===== config.mk =====
export PLATFORM = sky130hd
export DESIGN_NAME = frame_stream_feeder
export DESIGN_NICKNAME = d
export VERILOG_FILES = /design/src/rtl/frame_stream_feeder_pkg.sv /design/src/rtl/frame_stream_feeder_raster_counter.sv /design/src/rtl/frame_stream_feeder.sv
export SDC_FILE = /design/constraint.sdc
export NUM_CORES = 1
export LEC_CHECK = 0
export CORE_ASPECT_RATIO = 1.5
export CORE_MARGIN = 1.5
export CORE_UTILIZATION = 35
export DETAILED_ROUTE_END_ITERATION = 8
export HOLD_SLACK_MARGIN = 0.03
export RECOVER_POWER = 50
export SYNTH_ARGS = -nofsm -noshare
export SYNTH_HDL_FRONTEND = slang
export SYNTH_SLANG_ARGS = --single-unit

===== constraint.sdc =====
create_clock -name pclk -period 4.2 [get_ports pclk]
set_input_delay 0.63 -clock pclk [delete_from_list [all_inputs] [get_ports pclk]]
set_output_delay 0.63 -clock pclk [all_outputs]
set_load 0.01 [all_outputs]

===== src/rtl/frame_stream_feeder_pkg.sv =====
// Shared definitions for the stereo frame buffer feeder and the buffer itself:
// buffer depth formula, width helper and raster stepping.
package frame_stream_feeder_pkg;

  typedef enum logic [1:0] {
    ST_CLR    = 2'd0,
    ST_RUN    = 2'd1,
    ST_RESYNC = 2'd2
  } feeder_state_t;

  // One raster step: next position plus the wrap flags that produced it.
  typedef struct packed {
    logic [31:0] x;
    logic [31:0] y;
    logic        x_wrap;
    logic        y_wrap;
  } raster_step_t;

  // Bits needed to hold values 0..value-1 (never less than 1).
  function automatic int clog2(input int value);
    int r;
    r = 1;
    for (int i = 1; i < 31; i++) begin
      if ((1 << i) < value) r = i + 1;
    end
    return r;
  endfunction

  // Buffer depth: enough pixels to hold a full frame plus one window of the
  // next frame at the same position.
  function automatic int fill_n(input int fw, input int fh, input int ww, input int wh);
    return fw * (fh + wh - 1) + ww;
  endfunction

  // Advance (x, y) by one pixel in raster order over a w x h frame.
  function automatic raster_step_t raster_next(input logic [31:0] x, input logic [31:0] y,
                                               input int w, input int h);
    raster_step_t s;
    s.x_wrap = (x == 32'(w - 1));
    s.y_wrap = s.x_wrap && (y == 32'(h - 1));
    s.x      = s.x_wrap ? 32'd0 : x + 32'd1;
    s.y      = s.x_wrap ? (s.y_wrap ? 32'd0 : y + 32'd1) : y;
    return s;
  endfunction

endpackage


===== src/rtl/frame_stream_feeder_raster_counter.sv =====
// Raster x/y counter with enable, synchronous clear and an end-of-frame pulse.
// Also exposes its next value so callers can register status alongside it.
module frame_stream_feeder_raster_counter
  import frame_stream_feeder_pkg::*;
#(
  parameter int frame_w = 100,
  parameter int frame_h = 100,
  parameter int x_bits  = 7,
  parameter int y_bits  = 7
) (
  input  logic              pclk,
  input  logic              rst,
  input  logic              en,
  input  logic              clr,
  output logic [x_bits-1:0] x,
  output logic [y_bits-1:0] y,
  output logic [x_bits-1:0] x_nxt,
  output logic [y_bits-1:0] y_nxt,
  output logic              eof
);

  raster_step_t step;

  // Next position: clear wins over enable; eof pulses on the wrapping step.
  always_comb begin
    step  = raster_next(32'(x), 32'(y), frame_w, frame_h);
    x_nxt = x;
    y_nxt = y;
    eof   = 1'b0;
    if (clr) begin
      x_nxt = '0;
      y_nxt = '0;
    end else if (en) begin
      x_nxt = x_bits'(step.x);
      y_nxt = y_bits'(step.y);
      eof   = step.y_wrap;
    end
  end

  // Position register.
  always_ff @(posedge pclk or negedge rst) begin
    if (!rst) begin
      x <= '0;
      y <= '0;
    end else begin
      x <= x_nxt;
      y <= y_nxt;
    end
  end

endmodule


===== src/rtl/frame_stream_feeder.sv =====
// Upstream driver for the stereo frame buffer: takes a raster pixel stream,
// shifts it into the buffer, and reports whether the buffered window pair is
// complete and inside the frame.
module frame_stream_feeder
  import frame_stream_feeder_pkg::*;
#(
  parameter int pixel_dept = 5,
  parameter int frame_w    = 100,
  parameter int frame_h    = 100,
  parameter int window_w   = 10,
  parameter int window_h   = 10
) (
  input  logic                      pclk,
  input  logic                      rst,
  input  logic                      s_valid,
  output logic                      s_ready,
  input  logic [pixel_dept-1:0]     s_data,
  input  logic                      s_sof,
  input  logic                      hold,
  output logic                      en_out,
  output logic [pixel_dept-1:0]     data_out,
  output logic                      fb_clr,
  output logic                      win_valid,
  output logic [clog2(frame_w)-1:0] win_x,
  output logic [clog2(frame_h)-1:0] win_y,
  output logic [15:0]               frame_cnt,
  output logic                      sync_err,
  output logic [1:0]                dbg_state
);

  localparam int X_BITS    = clog2(frame_w);
  localparam int Y_BITS    = clog2(frame_h);
  localparam int FILL_N    = fill_n(frame_w, frame_h, window_w, window_h);
  localparam int FILL_BITS = clog2(FILL_N + 1);
  localparam logic [FILL_BITS-1:0] FILL_FULL = FILL_BITS'(FILL_N);
  localparam logic [X_BITS-1:0]    WIN_X_MAX = X_BITS'(frame_w - window_w);
  localparam logic [Y_BITS-1:0]    WIN_Y_MAX = Y_BITS'(frame_h - window_h);

  // Handshake: a beat happens in any cycle where s_valid and s_ready are both
  // high. s_ready may depend on s_valid/s_sof (a misplaced SOF is refused), so
  // upstream must keep s_data/s_sof stable while s_valid=1 and s_ready=0.

  feeder_state_t state, state_nxt;

  logic                 beat;
  logic                 at_origin;
  logic                 sof_misplaced;
  logic                 set_err;
  logic                 clr_pos;
  logic                 fill_full;
  logic [FILL_BITS-1:0] fill, fill_nxt;
  logic [X_BITS-1:0]    in_x, in_x_nxt, win_x_nxt;
  logic [Y_BITS-1:0]    in_y, in_y_nxt, win_y_nxt;
  logic                 in_eof;
  logic                 win_eof;
  logic                 win_valid_nxt;
  logic                 unused_nxt;

  assign at_origin     = (in_x == '0) && (in_y == '0);
  assign sof_misplaced = s_valid & s_sof & ~at_origin;
  assign beat          = s_valid & s_ready;
  assign clr_pos       = (state == ST_RESYNC);
  assign fill_full     = (fill == FILL_FULL);
  assign en_out        = beat;
  assign data_out      = s_data;
  assign dbg_state     = state;
  assign unused_nxt    = ^{in_x_nxt, in_y_nxt, win_eof};

  // State register.
  always_ff @(posedge pclk or negedge rst) begin
    if (!rst) state <= ST_CLR;
    else      state <= state_nxt;
  end

  // Next state, handshake and buffer clear; RUN stalls on hold, the clear
  // states always move on.
  always_comb begin
    state_nxt = state;
    s_ready   = 1'b0;
    fb_clr    = 1'b0;
    set_err   = 1'b0;
    case (state)
      ST_CLR: begin
        fb_clr    = 1'b1;
        state_nxt = ST_RUN;
      end
      ST_RUN: begin
        s_ready = ~hold & ~sof_misplaced;
        if (~hold & sof_misplaced) begin
          state_nxt = ST_RESYNC;
          set_err   = 1'b1;
        end else if (~hold & s_valid & at_origin & ~s_sof) begin
          set_err = 1'b1;
        end
      end
      ST_RESYNC: begin
        fb_clr    = 1'b1;
        state_nxt = ST_RUN;
      end
      default: begin
        fb_clr    = 1'b1;
        state_nxt = ST_CLR;
      end
    endcase
  end

  // Input raster position.
  frame_stream_feeder_raster_counter #(
    .frame_w (frame_w),
    .frame_h (frame_h),
    .x_bits  (X_BITS),
    .y_bits  (Y_BITS)
  ) u_in_pos (
    .pclk  (pclk),
    .rst   (rst),
    .en    (beat),
    .clr   (clr_pos),
    .x     (in_x),
    .y     (in_y),
    .x_nxt (in_x_nxt),
    .y_nxt (in_y_nxt),
    .eof   (in_eof)
  );

  // Window position: only moves once the buffer is full.
  frame_stream_feeder_raster_counter #(
    .frame_w (frame_w),
    .frame_h (frame_h),
    .x_bits  (X_BITS),
    .y_bits  (Y_BITS)
  ) u_win_pos (
    .pclk  (pclk),
    .rst   (rst),
    .en    (beat & fill_full),
    .clr   (clr_pos),
    .x     (win_x),
    .y     (win_y),
    .x_nxt (win_x_nxt),
    .y_nxt (win_y_nxt),
    .eof   (win_eof)
  );

  // Fill level, saturating at the buffer depth.
  always_comb begin
    fill_nxt = fill;
    if (clr_pos)                fill_nxt = '0;
    else if (beat & ~fill_full) fill_nxt = fill + 1'b1;
  end

  // Window status computed from next-cycle contents so it lands with the shift.
  assign win_valid_nxt = (fill_nxt == FILL_FULL) &&
                         (win_x_nxt <= WIN_X_MAX) &&
                         (win_y_nxt <= WIN_Y_MAX);

  // Fill, window status, frame count and sticky sync error registers.
  always_ff @(posedge pclk or negedge rst) begin
    if (!rst) begin
      fill      <= '0;
      win_valid <= 1'b0;
      frame_cnt <= '0;
      sync_err  <= 1'b0;
    end else begin
      fill      <= fill_nxt;
      win_valid <= win_valid_nxt;
      if (in_eof) frame_cnt <= frame_cnt + 16'd1;
      if (set_err) sync_err <= 1'b1;
    end
  end

endmodule


==> flow_summary.yaml, run 1 <==
logic_synthesis:
  synth_nets: 399
  syn_area_um2: 3495
  yosys_warnings: 0
  yosysTopAreaCell: "dfrtp_1"
  ys.flop_type: "dfrtp_1"
  ys_seq_area_frac: 0.4440
  syn_area_per_cell_um2: 9.196
  synthTopCellsByArea: "dfrtp_1, xnor2_1, xor2_1, nor2_1, nand2_1"
  yosys_register_bits: 62
  synth_top_area_share: 0.4440
  async_flop_share: 1.000
  synth_edf_count: 0
  syn_inst: 380
  synth_cell_types: 54
clock_tree:
  clk_path_buf_depth: 2
  cts_setup_buffers: 0
  numCtsBuffers: 9
  clock_latency_ns: 0.34
  ctsRootBufferMaster: "clkbuf_16"
  clock-sinks: 62
  cts_tree: "yes"
  path_clk_slew_ns: 0.05
  cts.htree.levels: 3
  hold_buffers: 0
  ctsResizeCount: 0
die:
  fp.dieH_um: 125.4
  start_util: 0.3607
  fp.coreArea_um2: 9689
  die_x_um: 84.59
  dieArea_um2: 10610
  row_count: 44
  io_pins: 52
placement:
  place_hpwl_mm: 6.319
  routabilityCongestion: 0.9203
  io_buffers: 41
detailed_routing:
  drt_pass1_iterations: 4
  ant_nets: 0
  drt_iter0_drc: 182
  vias: 2930
  drc: 0
  wl_per_cell_um: 15.89
  viasPerCell: 5.406
  wirelength_mm: 8.612
hold_path:
  hold_path.startpoint: "frame_cnt[15]"
  worst_hold_path_type: "flip-flop to flip-flop"
timing:
  hold-worst-slack_ns: 0.4620
  fin_worst_skew_ns: 0.006278
  worst_pin_slew_ns: 2.076
  fin_setup_tns_ns: 0
  min_period_ns: 3.811
  max_slew_margin: -0.3843
  period_share: 0.9073
  setup_viol: 0
  slew_violations: 38
  max_freq_mhz: 262.4
  rsz0062_at_grt: "false"
  final-hold-violation-count: 0
setup_path:
  reg2reg_depth: 9
  worstPathArrival_ns: 3.18
  r2r-end: "win_valid"
  r2r_slack_ns: 0.70
  worstReg2RegStart: "u_in_pos.y[0]"
  cp_max_fo: 8
  startpoint_type: "flip-flop"
  worstSetupPathType: "flip-flop to output pin"
  crit_required_ns: 3.57
  crit_path_end: "en_out"
  end_kind: "output pin"
  crit_start: "u_in_pos.y[0]"
pwr:
  leakage_uw: 0.001946
  vdd_drop_max_mv: 0.2841
  cellPowerDensity_nw_per_um2: 389.8
cells_and_area:
  multi_input_area_um2: 1827
  fillers: 958
  final_nets: 441
  syn2layout_area_growth_pct: 23.49
  seqCellArea_um2: 1551
  layout-drive-gt1-share: 0.07026
  diodes: 0
global_routing:
  antenna_found_initial: 0
  grt_max_degree: 38
  first_global_vias: 2902
  grt_pass1_wl_mm: 14.35
  gr-total-overflow: 0
  grtUsageTotal: 0.1721
flow_run:
  drv_cap: 1
outcome:
  outcome: "finished with violations"
  failed_checks: "max-capacitance violations, max-slew violations"
final cells by class:
class / instances / share of cell area
clock buffers: 11 / 0.05857
clock inverters: 5 / 0.01334
inverters: 10 / 0.008698
multi-input cells: 292 / 0.4233
flip-flops and latches: 62 / 0.3595
well taps: 115 / 0.03334
repair buffers: 47 / 0.1032
critical path: stages, from the launching register on:
cell and delay [ns]:
dfrtp_1 0.41, inv_1 0.07, ha_1 0.13, or4b_4 0.47, o41ai_1 0.71, nand2_1 0.25
clkinv_1 0.22, clkdlybuf4s50_1 0.58
cell usage in the layout, fill, tap and decap left out, drive strengths merged, types with 11 or more instances in the layout:
master         count
nand2             35
nand3             22
o21ai             19
nor2              39
a21oi             13
nand2b            13
nor3              14
and3              17
clkbuf            13
xnor2             18
dfrtp             62
nand4             11
clkdlybuf4s50     24
xor2              18
dlygate4sd3       16
stage by stage:
step	area [um2]	setup slack (ns)	util	total power, uW	cells
3_5_place_dp	4010	0.6851	0.4139	934.5	526
2_1_floorplan	3495	1.248	-	851.8	380
5_1_grt	4315	0.1164	0.4454	1771	542
6_report	4315	0.3894	0.4454	1682	542
3_3_place_gp	4010	0.7819	0.4139	930.7	526
4_1_cts	4320	0.3975	0.4459	1706	542
where the power goes:
part,internal [uW],switching (uW),total (uW)
registers,650,66.2,716
clock network,490,271,761
logic,88.9,116,205
total,1230,454,1680
worst min path at each step:
| stage | depth (start not counted) | end | slack (ns) |
|---|---|---|---|
| after floorplan | 0 | dbg_state[0] | 0.33 |
| after global placement | 1 | frame_cnt[15] | 0.46 |
| after detailed placement | 1 | frame_cnt[15] | 0.46 |
| after CTS | 1 | frame_cnt[12] | 0.44 |
| after global routing | 1 | frame_cnt[15] | 0.50 |
| final | 1 | frame_cnt[15] | 0.46 |
registers in the layout (all words and copies together), names as in the netlist:
register / cells
frame_cnt: 16
fill: 14
u_in_pos.x: 7
u_in_pos.y: 7
u_win_pos.x: 7
u_win_pos.y: 7
dbg_state: 2
sync_err: 1
win_valid: 1
logic make-up after synthesis:
group | count (synthesis) | synth area share
fa+ha+maj | 9 | 0.03222
flops | 62 | 0.4440
mux | 6 | 0.01754
compound gates | 55 | 0.09847
buf+inv | 26 | 0.03401
xor+xnor | 36 | 0.09022
simple gates | 186 | 0.2836
cells in the mapped netlist, types with 6 or more instances:
cell,number
a31oi_1,6
inv_1,9
xor2_1,18
ha_1,9
nor4_1,7
nor3_1,14
and3_1,17
nand4_1,11
nand2_1,34
nor2b_1,6
xnor2_1,18
nor2_1,39
clkbuf_1,9
dfrtp_1,62
nand2b_1,13
o21ai_0,18
a21oi_1,12
nand3_1,22
per-layer routing:
| metal | vias to the layer above | GRT usage | wire length, um |
|---|---|---|---|
| met2 | 57 | 0.2979 | 4578 |
| met1 | 1427 | 0.1966 | 3410 |
| met3 | 15 | 0.04356 | 335 |
| li1 | 1431 | - | - |
| met5 | - | 0 | 0 |
| met4 | 0 | 0.07970 | 287 |
Power figures use the tool's default switching activity.
==> run 2: changes to the inputs <==
--- a/config.mk
+++ b/config.mk
@@ -8,9 +8,11 @@
 export CORE_ASPECT_RATIO = 1.5
 export CORE_MARGIN = 1.5
 export CORE_UTILIZATION = 35
+export CTS_CLUSTER_DIAMETER = 80
 export DETAILED_ROUTE_END_ITERATION = 8
 export HOLD_SLACK_MARGIN = 0.03
 export RECOVER_POWER = 50
+export SLEW_MARGIN = 40
 export SYNTH_ARGS = -nofsm -noshare
 export SYNTH_HDL_FRONTEND = slang
 export SYNTH_SLANG_ARGS = --single-unit
==> flow_summary.yaml, run 2 (synthesis results as in run 1) <==
global_routing:
  grtUsageTotal: 0.1700
  antenna_found_initial: 0
  grt_pass1_wl_mm: 14.11
  grt_max_degree: 38
  gr-total-overflow: 0
  first_global_vias: 2888
cells_and_area:
  largest_reg_flops: 16
  final_common_cell: "dfrtp_1"
  seqCellArea_um2: 1551
  top_register: "frame_cnt"
  multi_input_area_um2: 1827
  largestRegisters: "frame_cnt x16, fill x14"
  final_area_um2: 4295
  syn2layout_area_growth_pct: 22.91
  diodes: 0
  final_nets: 441
  fin_cells: 541
  layout-drive-gt1-share: 0.06573
  most-common-layout-cells: "dfrtp_1, nor2_1, nand2_1"
  fillers: 945
detailed_routing:
  ant_nets: 0
  drt_pass1_iterations: 4
  viasPerCell: 5.394
  drt_iter0_drc: 164
  drc: 0
  wl_per_cell_um: 15.72
  vias: 2918
  wirelength_mm: 8.502
timing:
  max_slew_margin: -0.3647
  final-hold-violation-count: 0
  worst_pin_slew_ns: 2.047
  max_freq_mhz: 260.2
  hold-worst-slack_ns: 0.4617
  setup_viol: 0
  min_period_ns: 3.844
  slew_violations: 38
  fin_worst_skew_ns: 0.006896
  period_share: 0.9152
  rsz0062_at_grt: "false"
  fin_setup_tns_ns: 0
clock_tree:
  cts.htree.levels: 3
  clk_path_buf_depth: 2
  numCtsBuffers: 9
  clock_latency_ns: 0.33
  cts_setup_buffers: 0
  clock-sinks: 62
  ctsResizeCount: 0
  ctsRootBufferMaster: "clkbuf_16"
  cts_tree: "yes"
  hold_buffers: 0
  path_clk_slew_ns: 0.05
setup_path:
  crit_start: "u_in_pos.y[0]"
  worstSetupPathType: "flip-flop to output pin"
  startpoint_type: "flip-flop"
  end_kind: "output pin"
  worstPathArrival_ns: 3.21
  cp_max_fo: 8
  crit_required_ns: 3.57
  worstReg2RegStart: "u_in_pos.y[0]"
hold_path:
  hold_path.startpoint: "frame_cnt[15]"
  worst_hold_path_type: "flip-flop to flip-flop"
placement:
  io_buffers: 41
  dp_cells: 526
  dpl_cell_area_um2: 4013
  place_hpwl_mm: 6.325
  routabilityCongestion: 0.9203
die:
  fp.coreArea_um2: 9689
  row_count: 44
  start_util: 0.3607
  die_x_um: 84.59
  dieArea_um2: 10610
  fp.dieH_um: 125.4
  io_pins: 52
outcome:
  outcome: "finished with violations"
  failed_checks: "max-capacitance violations, max-slew violations"
pwr:
  leakage_uw: 0.001944
  cellPowerDensity_nw_per_um2: 385.4
  vdd_drop_max_mv: 0.2856
flow_run:
  drv_cap: 1
-- run 2: cell types whose count changed in the layout (fill, tap and decap cells not counted), sizes merged --
cell	delta
clkinv	+1
clkinvlp	-2
-- run 2: routing by layer --
| layer | part of all wire | vias up | GRT usage |
|---|---|---|---|
| met2 | 0.53 | 58 | 0.2974 |
| met4 | 0.035 | 0 | 0.09108 |
| met5 | 0 | - | 0 |
| met3 | 0.032 | 21 | 0.03828 |
| met1 | 0.40 | 1407 | 0.1892 |
| li1 | - | 1432 | - |
-- run 2: final cells by class --
class                   instances  share of cell area
inverters                      10            0.008739
well taps                     115             0.03350
clock inverters                 4             0.01107
clock buffers                  11             0.05651
multi-input cells             292              0.4253
repair buffers                 47              0.1037
flip-flops and latches         62              0.3612
-- run 2: final timing paths --
check / end / slack (ns) / cells after the start
max: en_out / 0.36 / 7
min: frame_cnt[15] / 0.46 / 1
max reg2reg: win_valid / 0.71 / 9
min reg2reg: frame_cnt[15] / 0.46 / 1
max in group asynchronous: u_win_pos.x[0] / 1.20 / 2
min in group asynchronous: frame_cnt[13] / 0.87 / 1
-- run 2: critical path, stage by stage (launching register included) --
cell	delay, ns
dfrtp_1	0.41
inv_1	0.07
ha_1	0.13
or4b_4	0.47
o41ai_1	0.72
nand2_1	0.27
clkinv_1	0.23
clkdlybuf4s50_1	0.58
-- run 2: stage by stage --
step | util | worst slack (ns) | total power (uW)
after floorplan | - | 1.248 | 851.8
after global placement | 0.4139 | 0.7819 | 930.7
after detailed placement | 0.4141 | 0.6965 | 934.4
after CTS | 0.4441 | 0.3945 | 1673
after global routing | 0.4433 | 0.1317 | 1732
final | 0.4433 | 0.3561 | 1655
-- run 2: report_power, final --
part | leakage (uW) | internal, uW | total, uW | switching (uW)
combinational | 0.000984 | 89.0 | 205 | 116
clock | 0.000141 | 469 | 732 | 262
sequential | 0.000819 | 650 | 719 | 68.4
total | 0.00194 | 1210 | 1660 | 447
